File: src/rtl/tpu_pkg.sv
// Shared constants and FSM state encoding for the TPU tile scheduler.
// Optional perf counters in the scheduler are enabled by TPU_TILE_SCHED_PERF_EN.
package tpu_pkg;

  localparam int TILE          = 4;
  localparam int TILE_SHIFT    = $clog2(TILE);
  localparam int DIM_BITS_DEF  = 8;
  localparam int ADDR_BITS_DEF = 16;

  typedef enum logic [2:0] {
    ST_IDLE,
    ST_CHECK,
    ST_ISSUE,
    ST_WAIT,
    ST_NEXT,
    ST_FINISH
  } sched_state_t;

endpackage

File: src/rtl/tpu_tile_addr_gen.sv
// Output-tile walker: m/n tile indices (n inner), last-tile flag and the
// registered A/B/C base addresses for the current tile.
module tpu_tile_addr_gen
  import tpu_pkg::*;
#(
  parameter int DIM_BITS  = DIM_BITS_DEF,
  parameter int ADDR_BITS = ADDR_BITS_DEF
) (
  input  logic                 clk,
  input  logic                 rst_n,
  input  logic                 clear,
  input  logic                 advance,
  input  logic [DIM_BITS-1:0]  k,
  input  logic [DIM_BITS-1:0]  m,
  input  logic [DIM_BITS-1:0]  n,
  output logic [ADDR_BITS-1:0] a_base,
  output logic [ADDR_BITS-1:0] b_base,
  output logic [ADDR_BITS-1:0] c_base,
  output logic                 last
);

  localparam int CW = DIM_BITS + 1;

  logic [CW-1:0]        mt;
  logic [CW-1:0]        nt;
  logic [CW-1:0]        m_idx_reg;
  logic [CW-1:0]        n_idx_reg;
  logic [CW-1:0]        m_idx_next;
  logic [CW-1:0]        n_idx_next;
  logic                 n_wrap;
  logic [ADDR_BITS-1:0] a_next;
  logic [ADDR_BITS-1:0] b_next;
  logic [ADDR_BITS-1:0] c_next;

  // One extra bit keeps the ceil() from overflowing at the top of the range.
  assign mt = ({1'b0, m} + CW'(TILE - 1)) >> TILE_SHIFT;
  assign nt = ({1'b0, n} + CW'(TILE - 1)) >> TILE_SHIFT;

  assign n_wrap = (n_idx_reg == nt - CW'(1));
  assign last   = n_wrap && (m_idx_reg == mt - CW'(1));

  always_comb begin
    m_idx_next = m_idx_reg;
    n_idx_next = n_idx_reg + CW'(1);
    if (n_wrap) begin
      n_idx_next = '0;
      m_idx_next = m_idx_reg + CW'(1);
    end
  end

  // Bases are computed from the next indices so they land together with them.
  assign a_next = ADDR_BITS'(m_idx_next) * ADDR_BITS'(k);
  assign b_next = ADDR_BITS'(n_idx_next) * ADDR_BITS'(k);
  assign c_next = (ADDR_BITS'(m_idx_next) * ADDR_BITS'(nt) + ADDR_BITS'(n_idx_next)) << TILE_SHIFT;

  always_ff @(posedge clk or negedge rst_n) begin
    if (!rst_n) begin
      m_idx_reg <= '0;
      n_idx_reg <= '0;
      a_base    <= '0;
      b_base    <= '0;
      c_base    <= '0;
    end else if (clear) begin
      m_idx_reg <= '0;
      n_idx_reg <= '0;
      a_base    <= '0;
      b_base    <= '0;
      c_base    <= '0;
    end else if (advance) begin
      m_idx_reg <= m_idx_next;
      n_idx_reg <= n_idx_next;
      a_base    <= a_next;
      b_base    <= b_next;
      c_base    <= c_next;
    end
  end

endmodule

File: src/rtl/tpu_tile_scheduler.sv
// Splits an M x K x N matmul into 4x4 output tiles and issues one core job per tile.
// Define TPU_TILE_SCHED_PERF_EN to add the perf_cycles/perf_jobs counters.
module tpu_tile_scheduler
  import tpu_pkg::*;
#(
  parameter int ADDR_BITS = ADDR_BITS_DEF,
  parameter int DIM_BITS  = DIM_BITS_DEF
) (
  input  logic                 clk,
  input  logic                 rst_n,
  input  logic                 start,
  input  logic                 abort,
  input  logic [DIM_BITS-1:0]  K,
  input  logic [DIM_BITS-1:0]  M,
  input  logic [DIM_BITS-1:0]  N,
  output logic                 busy,
  output logic                 done,
  output logic                 aborted,
  output logic                 job_valid,
  input  logic                 job_ready,
  input  logic                 job_done,
  output logic [ADDR_BITS-1:0] job_a_base,
  output logic [ADDR_BITS-1:0] job_b_base,
  output logic [ADDR_BITS-1:0] job_c_base,
  output logic [DIM_BITS-1:0]  job_k
`ifdef TPU_TILE_SCHED_PERF_EN
  ,
  output logic [31:0]          perf_cycles,
  output logic [15:0]          perf_jobs
`endif
);

  sched_state_t        state_reg;
  logic [DIM_BITS-1:0] k_reg;
  logic [DIM_BITS-1:0] m_reg;
  logic [DIM_BITS-1:0] n_reg;
  logic                zero_dims;
  logic                last_tile;
  logic                addr_clear;
  logic                addr_advance;

  assign zero_dims    = (k_reg == '0) || (m_reg == '0) || (n_reg == '0);
  assign addr_clear   = (state_reg == ST_CHECK);
  assign addr_advance = (state_reg == ST_NEXT) && !abort && !last_tile;
  assign job_k        = k_reg;

  tpu_tile_addr_gen #(
    .DIM_BITS  (DIM_BITS),
    .ADDR_BITS (ADDR_BITS)
  ) u_addr_gen (
    .clk     (clk),
    .rst_n   (rst_n),
    .clear   (addr_clear),
    .advance (addr_advance),
    .k       (k_reg),
    .m       (m_reg),
    .n       (n_reg),
    .a_base  (job_a_base),
    .b_base  (job_b_base),
    .c_base  (job_c_base),
    .last    (last_tile)
  );

  always_ff @(posedge clk or negedge rst_n) begin
    if (!rst_n) begin
      state_reg <= ST_IDLE;
      busy      <= 1'b0;
      done      <= 1'b0;
      aborted   <= 1'b0;
      job_valid <= 1'b0;
      k_reg     <= '0;
      m_reg     <= '0;
      n_reg     <= '0;
    end else begin
      done <= 1'b0;
      case (state_reg)
        ST_IDLE: begin
          if (start) begin
            k_reg     <= K;
            m_reg     <= M;
            n_reg     <= N;
            busy      <= 1'b1;
            aborted   <= 1'b0;
            state_reg <= ST_CHECK;
          end
        end
        ST_CHECK: begin
          if (zero_dims) begin
            busy      <= 1'b0;
            done      <= 1'b1;
            state_reg <= ST_FINISH;
          end else begin
            job_valid <= 1'b1;
            state_reg <= ST_ISSUE;
          end
        end
        ST_ISSUE: begin
          // Abort wins over a same-cycle handshake: the job is withdrawn.
          if (abort) begin
            job_valid <= 1'b0;
            aborted   <= 1'b1;
            busy      <= 1'b0;
            done      <= 1'b1;
            state_reg <= ST_FINISH;
          end else if (job_ready) begin
            job_valid <= 1'b0;
            state_reg <= ST_WAIT;
          end
        end
        ST_WAIT: begin
          if (job_done) begin
            state_reg <= ST_NEXT;
          end
        end
        ST_NEXT: begin
          if (abort || last_tile) begin
            aborted   <= abort && !last_tile;
            busy      <= 1'b0;
            done      <= 1'b1;
            state_reg <= ST_FINISH;
          end else begin
            job_valid <= 1'b1;
            state_reg <= ST_ISSUE;
          end
        end
        ST_FINISH: begin
          state_reg <= ST_IDLE;
        end
        default: begin
          state_reg <= ST_IDLE;
        end
      endcase
    end
  end

`ifdef TPU_TILE_SCHED_PERF_EN
  logic start_accept;
  logic hs_accept;

  assign start_accept = (state_reg == ST_IDLE) && start;
  assign hs_accept    = (state_reg == ST_ISSUE) && !abort && job_ready;

  always_ff @(posedge clk or negedge rst_n) begin
    if (!rst_n) begin
      perf_cycles <= '0;
      perf_jobs   <= '0;
    end else if (start_accept) begin
      perf_cycles <= '0;
      perf_jobs   <= '0;
    end else begin
      if (busy && (perf_cycles != '1)) begin
        perf_cycles <= perf_cycles + 32'd1;
      end
      if (hs_accept) begin
        perf_jobs <= perf_jobs + 16'd1;
      end
    end
  end
`endif

endmodule

File: config.mk
export PLATFORM = sky130hd
export DESIGN_NAME = tpu_tile_scheduler
export DESIGN_NICKNAME = d
export VERILOG_FILES = /design/src/rtl/tpu_pkg.sv /design/src/rtl/tpu_tile_addr_gen.sv /design/src/rtl/tpu_tile_scheduler.sv
export SDC_FILE = /design/constraint.sdc
export NUM_CORES = 1
export LEC_CHECK = 0
export BUFFER_PORTS_ARGS = -buffer_cell sky130_fd_sc_hd__buf_2
export CAP_MARGIN = 10
export CORE_ASPECT_RATIO = 1.5
export CORE_MARGIN = 4
export CORE_UTILIZATION = 45
export DETAILED_ROUTE_END_ITERATION = 7
export PLACE_DENSITY_LB_ADDON = 0.1
export SLEW_MARGIN = 30
export SYNTH_ARGS = -nofsm -noshare
export SYNTH_HDL_FRONTEND = slang
export SYNTH_HIERARCHICAL = 1
export SYNTH_SLANG_ARGS = --single-unit
File: constraint.sdc
create_clock -name clk -period 7.1 [get_ports clk]
set_input_delay 0.355 -clock clk [delete_from_list [all_inputs] [get_ports clk]]
set_output_delay 0.355 -clock clk [all_outputs]
set_load 0.02 [all_outputs]
### After elaboration in Yosys (flattened, before gate mapping)

Index checks and enable logic that the tools add are counted.

| storage, ports and cells | value |
|---|---|
| bits in registers | 97 |
| input bits | 30 |
| output and inout bits | 60 |
| logic and storage cells | 96 |

| operators by class | value |
|---|---|
| $add $sub $neg | 7 |
| multiply operators | 3 |
| equality and inequality tests | 14 |
| multiplexer cells | 37 |
| reduce and logical (&&, ||, !) cells | 22 |

Operators with widths:

| cell | count |
|---|---|
| 2-to-1 mux 16 bit | 6 |
| 2-to-1 mux 9 bit | 6 |
| multiplier 9 x 8 -> 16 bit | 2 |
| zero test 8 bit | 3 |
| adder 8 x 2 -> 9 bit (second input constant) | 2 |
| adder 9 x 1 -> 9 bit (second input constant) | 2 |
| equality test 9 bit | 2 |
| 2-to-1 mux 3 bit | 6 |
| subtractor 7 x 1 -> 8 bit (second input constant) | 2 |
| case mux 3 bit (5 select lines) | 1 |
| adder 14 x 9 -> 14 bit | 1 |
| multiplier 9 x 7 -> 14 bit | 1 |
| 2-to-1 mux 1 bit | 14 |
| inequality test 2 bit (second input constant) | 6 |
| case mux 1 bit (3 select lines) | 3 |
| AND reduction 4 bit | 2 |
| equality test 3 x 2 -> 1 bit (second input constant) | 2 |
| nonzero test 3 bit | 2 |
| AND reduction 5 bit | 1 |
| logical AND 1 bit | 4 |
| case mux 1 bit (4 select lines) | 1 |
| nonzero test 4 bit | 1 |
| equality test 3 x 1 -> 1 bit (second input constant) | 1 |
| equality test 3 bit (second input constant) | 1 |
| 8 further kinds | 11 |

### Logic depth before layout (Yosys ltp)

Gate-level depths: netlist of run 1.

| depth | value |
|---|---|
| depth after elaboration | 8 |
| gate-level depth with buffers | 30 |
| mapped depth without buffers | 29 |

### By module

The synthesis of run 1 kept the hierarchy.

Modules (own cells, without submodules):

| module | times used | cells an instance | area each (µm²) | sequential area each (µm²) |
|---|---|---|---|---|
| tpu_tile_addr_gen | 1 | 1148 | 10356.2 | 1601.5 |
| tpu_tile_scheduler | 1 | 109 | 1433.9 | 775.7 |

### Least setup slack after synthesis of run 1

No wires, ideal clock.

| timing | value |
|---|---|
| path kind | reg-to-reg |
| start point | register n_reg[0] |
| end point | register u_addr_gen.a_base[15] |
| setup time | 0.126 ns |
| data arrival time | 7.142 ns |
| required time | 6.974 ns |
| setup slack | -0.168 ns |
| cell stages (with the launch flop) | 29 |
| path buffers | 1 |
| clock period less this slack | 7.268 ns |
| cells stage by stage | dfrtp_1 > nor2_1 > xor2_1 > ha_1 > or4b_1 > mux2_2 > a31o_1 > o31ai_2 > nor2_2 > nand2_1 > xor2_1 > buf_4 > nand2b_1 > fa_1 > fa_1 > inv_1 > fa_1 > inv_1 > fa_1 > inv_1 > ha_1 > inv_1 > o21bai_1 > a31o_2 > a211oi_1 > o21ai_0 > nand3_1 > nor2_1 > a221o_1 |

| on the way | value |
|---|---|
| cells in the longest elaborated chain, start to end | 7 |
| elaborated cells between the ends (all ways) | 11 |
| those cells by class | add/sub: 2; mul: 1; eq/ne: 1; mux: 3; reduce/logical: 4 |

RTL lines:

| item | RTL line | source |
|---|---|---|
| start, declared | tpu_tile_scheduler.sv:36 | `logic [DIM_BITS-1:0] n_reg;` |
| start signal, assigned | tpu_tile_scheduler.sv:73 | `n_reg <= '0;` |
| start signal, assigned | tpu_tile_scheduler.sv:81 | `n_reg <= N;` |
| adder 8 x 2 -> 9 bit * | tpu_tile_addr_gen.sv:37 | `assign nt = ({1'b0, n} + CW'(TILE - 1)) >> TILE_SHIFT;` |
| subtractor 7 x 1 -> 8 bit * | tpu_tile_addr_gen.sv:39 | `assign n_wrap = (n_idx_reg == nt - CW'(1));` |
| equality test 9 bit * | tpu_tile_addr_gen.sv:39 |  |
| 2-to-1 mux 9 bit / logical AND 1 bit (equally long branches) | tpu_tile_addr_gen.sv:45, tpu_tile_addr_gen.sv:40 |  |
| multiplier 9 x 8 -> 16 bit / zero test 1 bit (equally long branches) | tpu_tile_addr_gen.sv:52, tpu_tile_scheduler.sv:44 |  |
| 2-to-1 mux 16 bit / logical AND 1 bit (equally long branches) | tpu_tile_addr_gen.sv:69, tpu_tile_scheduler.sv:44 |  |
| 2-to-1 mux 16 bit / nonzero test 2 bit (equally long branches) | -- |  |
| end signal, assigned | tpu_tile_addr_gen.sv:72 | `a_base <= a_next;` |
| end, declared | tpu_tile_addr_gen.sv:16 | `output logic [ADDR_BITS-1:0] a_base,` |

Mark *: on every way between the ends. The rest lies on a longest branch, timed or not. The select of a mux whose other input is x is not followed.
A chain may end at the register's enable or synchronous reset.

### Worst setup path after layout of run 1

| timing | value |
|---|---|
| start point | register n_reg[1] |
| end point | register u_addr_gen.a_base[14] |

The elaborated chain is that of the path after synthesis.

==> results of run 1 <==
[path summary, 6_finish.rpt]
kind	slack, ns	end
setup / recovery	0.27	u_addr_gen/a_base[14]
hold / removal	0.19	m_reg[2]
setup reg to reg	0.27	u_addr_gen/a_base[14]
hold reg to reg	0.49	aborted
max in group asynchronous	5.61	n_reg[2]
min in group asynchronous	0.45	u_addr_gen/a_base[6]
[what timing repair did]
action                                 4_1_cts  5_1_grt
setup endpoints to repair                    7       15
hold buffers                                 1        0
pin swaps                                    0       17
endpoints found under the hold margin       27        0
gates resized for setup                      8       46
setup buffers                                0        6
[per-layer routing]
layer,share of wire,track usage
met1,0.40,0.241
met2,0.53,0.388
met3,0.032,0.0338
met4,0.031,0.0772
met5,0,0
[synth_stat cells, drive strengths merged, types with 6 or more instances]
master    n  area, sq um
inv     200          751
fa      124         2480
nor2    123          479
ha      103         1290
dfrtp    95         2380
and2     73          457
xnor2    60          541
nor2b    53          332
mux2i    45          450
nand2    45          169
a21oi    33          173
buf      26          186
mux2     26          293
nand2b   24          150
clkbuf   23         87.6
xor2     22          193
nand3    15         87.6
o21ai    14         70.1
a211oi   13         97.6
nor3     13         70.1
o21bai   13         97.6
and3     11         70.1
a21o     10         75.1
nor4     10         83.8
or2       9         56.3
o31ai     6         55.1
[power by group through the flow]
stage	Combinational [mW]	Sequential, mW	Clock [mW]
floorplan	1.69	0.958	0
global placement	2.45	0.995	0
detailed placement	2.48	0.996	0
CTS	2.50	0.989	0.510
global route	2.87	1.03	0.528
finish	2.55	0.991	0.490
[cell type report]
class,instances,share of cell area
Multi-Input combinational cell,914,0.643
Sequential cell,95,0.175
Timing Repair Buffer,155,0.0755
Inverter,200,0.0554
Clock buffer,12,0.0182
Clock inverter,4,0.00221
Tap cell,333,0.0307
[worst register-to-register path, delay by kind of cell, from the launching register on]
family                   cells  cell delay (ns)
adder cells (fa/ha/maj)      6             2.56
AO/OA/AOI/OAI                7             1.52
AND/OR/NAND/NOR              6             1.13
XOR/XNOR                     2             0.43
flip-flops                   1             0.42
buffers and inverters        4             0.37
multiplexers                 1             0.28
[per-stage QoR]
step	TNS, ns	setup WS (ns)	total power [mW]	hold slack, ns	utilization
floorplan	0	0.0317	2.65	0.0594	-
global placement	-0.0381	-0.0381	3.45	0.312	0.500
detailed placement	-0.357	-0.130	3.47	0.315	0.500
CTS	0	0.00697	4.00	0.174	0.513
global route	-0.0915	-0.0325	4.43	0.191	0.524
finish	0	0.271	4.03	0.193	0.524
[cells by family (layout without fill, tap and decap cells)]
group / after synthesis / after routing
buffers and inverters: 249 / 371
other: 1 / 2
muxes: 71 / 71
AOI/OAI and AO/OA: 128 / 128
and+or+nand+nor: 403 / 403
xor gates and xnor gates: 83 / 83
adders and majority gates: 227 / 227
DFF: 95 / 95
==> results by group, run 1 <==
Power
  • Power density cells: slightly below 300 nW/um^2
  • Sw frac: 0.489
  • Sequential Power Share: 0.246
  • Pleak: 6.87 nW
  • Maximum vdd drop: between 0.2 and 0.25 mV
  • Internal Power: just over 2 mW
  • Psw: approximately 2.0 mW
  • Clock network power share: 0.121
  • Comb pwr share: 0.633

Drt
  • Via count: ~8800
  • WL final: 28600 microns
  • Antenna-violating nets left: 0
  • Drt pass-1 iters: 4
  • Via density: 5.14
  • WL per Instance: 16.7 microns
  • 1st-iter DRT viols: approximately 240
  • Drc violations: 0

Die
  • Core area: between 20000 and 30000 sq um
  • Die area: between 20000 and 30000 sq um
  • Starting Density: 0.456
  • Die Y-Extent: just over 200 microns
  • Die width: between 100 and 150 microns
  • I/O pin count: 90
  • # rows: just over 70

GRT
  • Largest net degree at the start of global routing: between 60 and 70
  • First-pass GRT wire length: 48300 microns
  • Vias in the first global route: 9440
  • Grt ovf: 0
  • Initial antenna violation count: 0
  • GRT Util Overall: 0.209

Critical path
  • Crit Path Class: flip-flop to flip-flop
  • Cell repeated most along the worst path: fa_1
  • CP Capture Type: flip-flop
  • Crit path launch: n_reg[1]
  • Critical Path AT: roughly 7.1 ns
  • Worst Reg-to-Reg Cells: 26
  • Slowest-stage cell, CP: fa_1
  • CP Max Fanout: 8
  • CP max stage delay: 0.56 ns
  • Critical R2R Launch: n_reg[1]
  • CP delay by family, top: adder cells
  • Worst setup SP type: flip-flop
  • WP buf/inv: 4
  • Worst path depth: 26
  • Required @ worst endpoint: roughly 7.4 ns

Timing
  • Minimum clock period: approximately 7 ns
  • Fin. max-slew vios: 0
  • Fmax achieved: 0.146 GHz
  • Clock Skew: 0.0184 ns
  • Fin crit share: 0.962
  • Worst-margin pin slew: approximately 1 ns
  • Max-slew headroom: 0.325
  • Fin. Hold Viols: 0
  • Endpoints failing setup: 0
  • Unrepaired setup endpoints after global routing: true

Yosys
  • Seq cells post-synth: 95
  • Multiplexer share of the synthesized area: 0.0630
  • Simple-gate portion of the synthesized area: 0.185
  • Syn Inst Count: around 1300
  • Synth warn: 6
  • Asr flop ratio synth: 1.00
  • Post-synth top flop: dfrtp_1
  • Seq/Total Area, Yosys: 0.202
  • Post-synth EDFFs: 0
  • Mapped cell area: ~12000 sq um
  • Adder-Cell Fraction of Synth Area: 0.320
  • Post-synthesis compound-gate area fraction: 0.0794
  • Combinational family with the most area after synthesis: adder cells
  • Unique cell type count in the Yosys netlist: 84
  • Xor/xnor cell area share of the yosys netlist: 0.0641
  • Average size of a mapped cell: about 9.4 sq um

Cells and area
  • Area occupied by multi-input gates: a little under 9000 sq um
  • Most frequent cells in the layout: 200 x inv_1, 124 x fa_1, 113 x nor2_1
  • Layout Cells excl Fill: roughly 1700
  • N_diodes: 0
  • Biggest regs: u_addr_gen/a_base x16, u_addr_gen/b_base x16, u_addr_gen/c_base x14
  • Reg area: 2380 sq um
  • Most common cell after layout, fill and taps aside: inv_1
  • Area grow syn2layout: 15.0%
  • Design Area, Final: around 14000 sq um
  • Share of cells above drive strength 1: 0.193
  • Fillers: 2425
  • Final #Nets: roughly 1600

Placed design
  • DP HPWL: ~23000 microns
  • Placed cell area: ~13000 sq um
  • Routability Congestion: approximately 0.85
  • IO buf count: 87
  • Cell count after placement: around 1700

Clock network
  • CTS Sinks: between 90 and 100
  • CTS HTree Levels: 3
  • CTS clk-pin slew, worst paths: approximately 0.07 ns
  • Root Driver: clkbuf_16
  • Clk buf depth: 2
  • Cts bufs inserted: 9
  • CTS tree: built
  • Worst skew pair latency: between 0.3 and 0.4 ns

Outcome
  • Result of the run: finished clean

Worst hold path
  • Worst Hold Depth: 2
  • Min-delay worst type: input port to flip-flop
  • Hold_sp: M[2]

Run
  • Max_cap viols: 0
Note: power is estimated with default switching activity, not from simulation.
==> inputs of run 2 (changes only) <==
--- a/config.mk
+++ b/config.mk
@@ -11,6 +11,7 @@
 export CORE_MARGIN = 4
 export CORE_UTILIZATION = 45
 export DETAILED_ROUTE_END_ITERATION = 7
+export GPL_TIMING_DRIVEN = 0
 export PLACE_DENSITY_LB_ADDON = 0.1
 export SLEW_MARGIN = 30
 export SYNTH_ARGS = -nofsm -noshare
==> run 2 against run 1 <==
Sequential power fell by 6.7%. Clock-buffer cell count unchanged. Total power increased by 4.3%. Sequential share of layout area down 0.39 points. Die area unchanged. Flip-flop and latch count stayed put. Critical path type unchanged. Critical endpoint is now u_addr_gen/c_base[15]. Largest cell class unchanged.
==> results by group, run 2 (synthesis gave the netlist of run 1 again) <==
Critical path
  • WP buf/inv: 4 (unchanged)
  • Critical Path AT: 7.17 ns (+0.09 ns)
  • Worst setup SP type: flip-flop
  • Cell repeated most along the worst path: fa_1
  • Worst R2R End: u_addr_gen/c_base[15]
  • Slowest-stage cell, CP: fa_1
  • CP max stage delay: 0.57 ns (about the same)
  • Required @ worst endpoint: 7.37 ns (+0.02 ns)
  • CP delay by family, top: adder cells
  • CP Capture Type: flip-flop
  • Critical R2R Launch: n_reg[1]
  • Flop-to-flop setup slack: 0.21 ns (-0.06 ns)
  • Worst Reg-to-Reg Cells: 27 (+3.8%)
  • CP Max Fanout: 6 (-2)
  • Crit Path Class: flip-flop to flip-flop

Cells and area
  • Area grow syn2layout: 17.8%
  • Most frequent cells in the layout: 195 x inv_1, 124 x fa_1, 113 x nor2_1
  • Most common cell after layout, fill and taps aside: inv_1
  • Share of cells above drive strength 1: 0.211 (+0.0183)
  • Biggest regs: u_addr_gen/a_base x16, u_addr_gen/b_base x16, u_addr_gen/c_base x14
  • N_diodes: 0 (unchanged)
  • Layout Cells excl Fill: 1745 (+1.9%)
  • Final #Nets: 1664 (+2.0%)

Outcome
  • Result of the run: finished clean

GRT
  • Largest net degree at the start of global routing: 62 (-10%)
  • GRT Util Overall: 0.227 (+0.0173)
  • Grt ovf: 0 (unchanged)
  • Vias in the first global route: 9840 (+4.2%)
  • Initial antenna violation count: 0 (unchanged)
  • First-pass GRT wire length: 51700 microns (+7.0%)

Die
  • Starting Density: 0.456 (unchanged)
  • Die area: 28900 sq um (unchanged)
  • I/O pin count: 90 (unchanged)
  • Die Y-Extent: 206 microns (unchanged)
  • Die width: 140 microns (unchanged)
  • # rows: 72 (unchanged)
  • Core area: 25900 sq um (unchanged)

Placed design
  • IO buf count: 87 (unchanged)
  • Routability Congestion: 0.847 (about the same)
  • DP HPWL: 24100 microns (+6.2%)
  • Cell count after placement: 1679 (-0.65%)

Timing
  • Fin. max-slew vios: 0 (unchanged)
  • Fmax achieved: 0.145 GHz (-0.93%)
  • Minimum clock period: 6.89 ns (+0.0643 ns)
  • Fin. Hold Viols: 0 (unchanged)
  • Clock Skew: 0.0151 ns (-0.00327 ns)
  • Endpoints failing setup: 0 (unchanged)
  • Fin crit share: 0.971 (+0.00905)
  • Fin Hold WS: 0.199 ns (+0.00585 ns)
  • Worst-margin pin slew: 0.967 ns (-0.0364 ns)
  • Unrepaired setup endpoints after global routing: true
  • Max-slew headroom: 0.351 (+0.0258)

Drt
  • Drc violations: 0 (unchanged)
  • WL per Instance: 18.1 microns (+8.4%)
  • 1st-iter DRT viols: 306 (+26%)
  • Via count: 9174 (+4.2%)
  • WL final: 31600 microns (+10%)
  • Via density: 5.26 (+2.2%)
  • Drt pass-1 iters: 5 (+1)
  • Antenna-violating nets left: 0 (unchanged)

Clock network
  • Root Driver: clkbuf_16
  • CTS tree: built
  • Worst skew pair latency: 0.37 ns (about the same)
  • Cts bufs inserted: 9 (unchanged)
  • CTS Sinks: 95 (unchanged)
  • CTS clk-pin slew, worst paths: 0.08 ns (about the same)
  • CTS HTree Levels: 3 (unchanged)
  • Clk buf depth: 2 (unchanged)

Power
  • Power density cells: 303 nW/um^2 (+1.8%)
  • Maximum vdd drop: 0.203 mV (-12%)
  • Pleak: 6.97 nW (+1.4%)

Worst hold path
  • Worst Hold Depth: 2 (unchanged)
  • Hold_sp: M[2]
  • Hold EP: m_reg[2]
  • Min-delay worst type: input port to flip-flop

Run
  • Max_cap viols: 0 (unchanged)
-- run 2: worst max-delay path by stage --
stage | from | to | cells after the start
6_report | n_reg[1] | u_addr_gen/c_base[15] | 27
5_1_grt | n_reg[0] | u_addr_gen/a_base[13] | 30
4_1_cts | n_reg[1] | u_addr_gen/c_base[15] | 27
3_5_place_dp | n_reg[2] | u_addr_gen/a_base[14] | 26
3_3_place_gp | n_reg[2] | u_addr_gen/a_base[15] | 26
2_1_floorplan | n_reg[0] | u_addr_gen/a_base[15] | 28
-- run 2: metal layers --
layer / up-vias / track usage / routed length [microns]
met5: - / 0 / 0
met4: 0 / 0.0938 / 1260
met3: 58 / 0.0215 / 907
met2: 196 / 0.436 / 17200
met1: 4588 / 0.253 / 12200
li1: 4332 / - / -
-- run 2: final cells by class --
type	instances	area (sq um)
Fill cell	2430	12000
Tap cell	333	417
Sequential cell	95	2380
Buffer	48	314
Clock buffer	12	246
Timing Repair Buffer	139	878
Inverter	200	751
Clock inverter	4	30.0
Multi-Input combinational cell	914	8870
-- run 2: what timing repair did --
item,in CTS,in global routing
cloned,0,1
pin swaps,17,42
setup buffers,27,21
endpoints found under the hold margin,34,0
resized for setup,57,49
setup endpoints to repair,29,13
hold buffers,1,0
-- run 2: metrics by stage --
| step | util | area (sq um) | TNS [ns] | worst slack [ns] | total power, mW |
|---|---|---|---|---|---|
| floorplan | - | 11800 | 0 | 0.0317 | 2.65 |
| global placement | 0.490 | 12700 | -24.43 | -1.41 | 3.36 |
| detailed placement | 0.492 | 12700 | -24.50 | -1.49 | 3.40 |
| CTS | 0.522 | 13500 | 0 | 0.0122 | 4.11 |
| global route | 0.537 | 13900 | -0.0800 | -0.0384 | 4.58 |
| finish | 0.537 | 13900 | 0 | 0.207 | 4.21 |
-- run 2: where the power goes --
group	switching [mW]	leakage (nW)	internal [mW]	total, mW
clock network	0.236	0.133	0.250	0.486
logic	1.61	5.58	1.18	2.80
registers	0.233	1.25	0.692	0.925
total	2.08	6.97	2.13	4.21
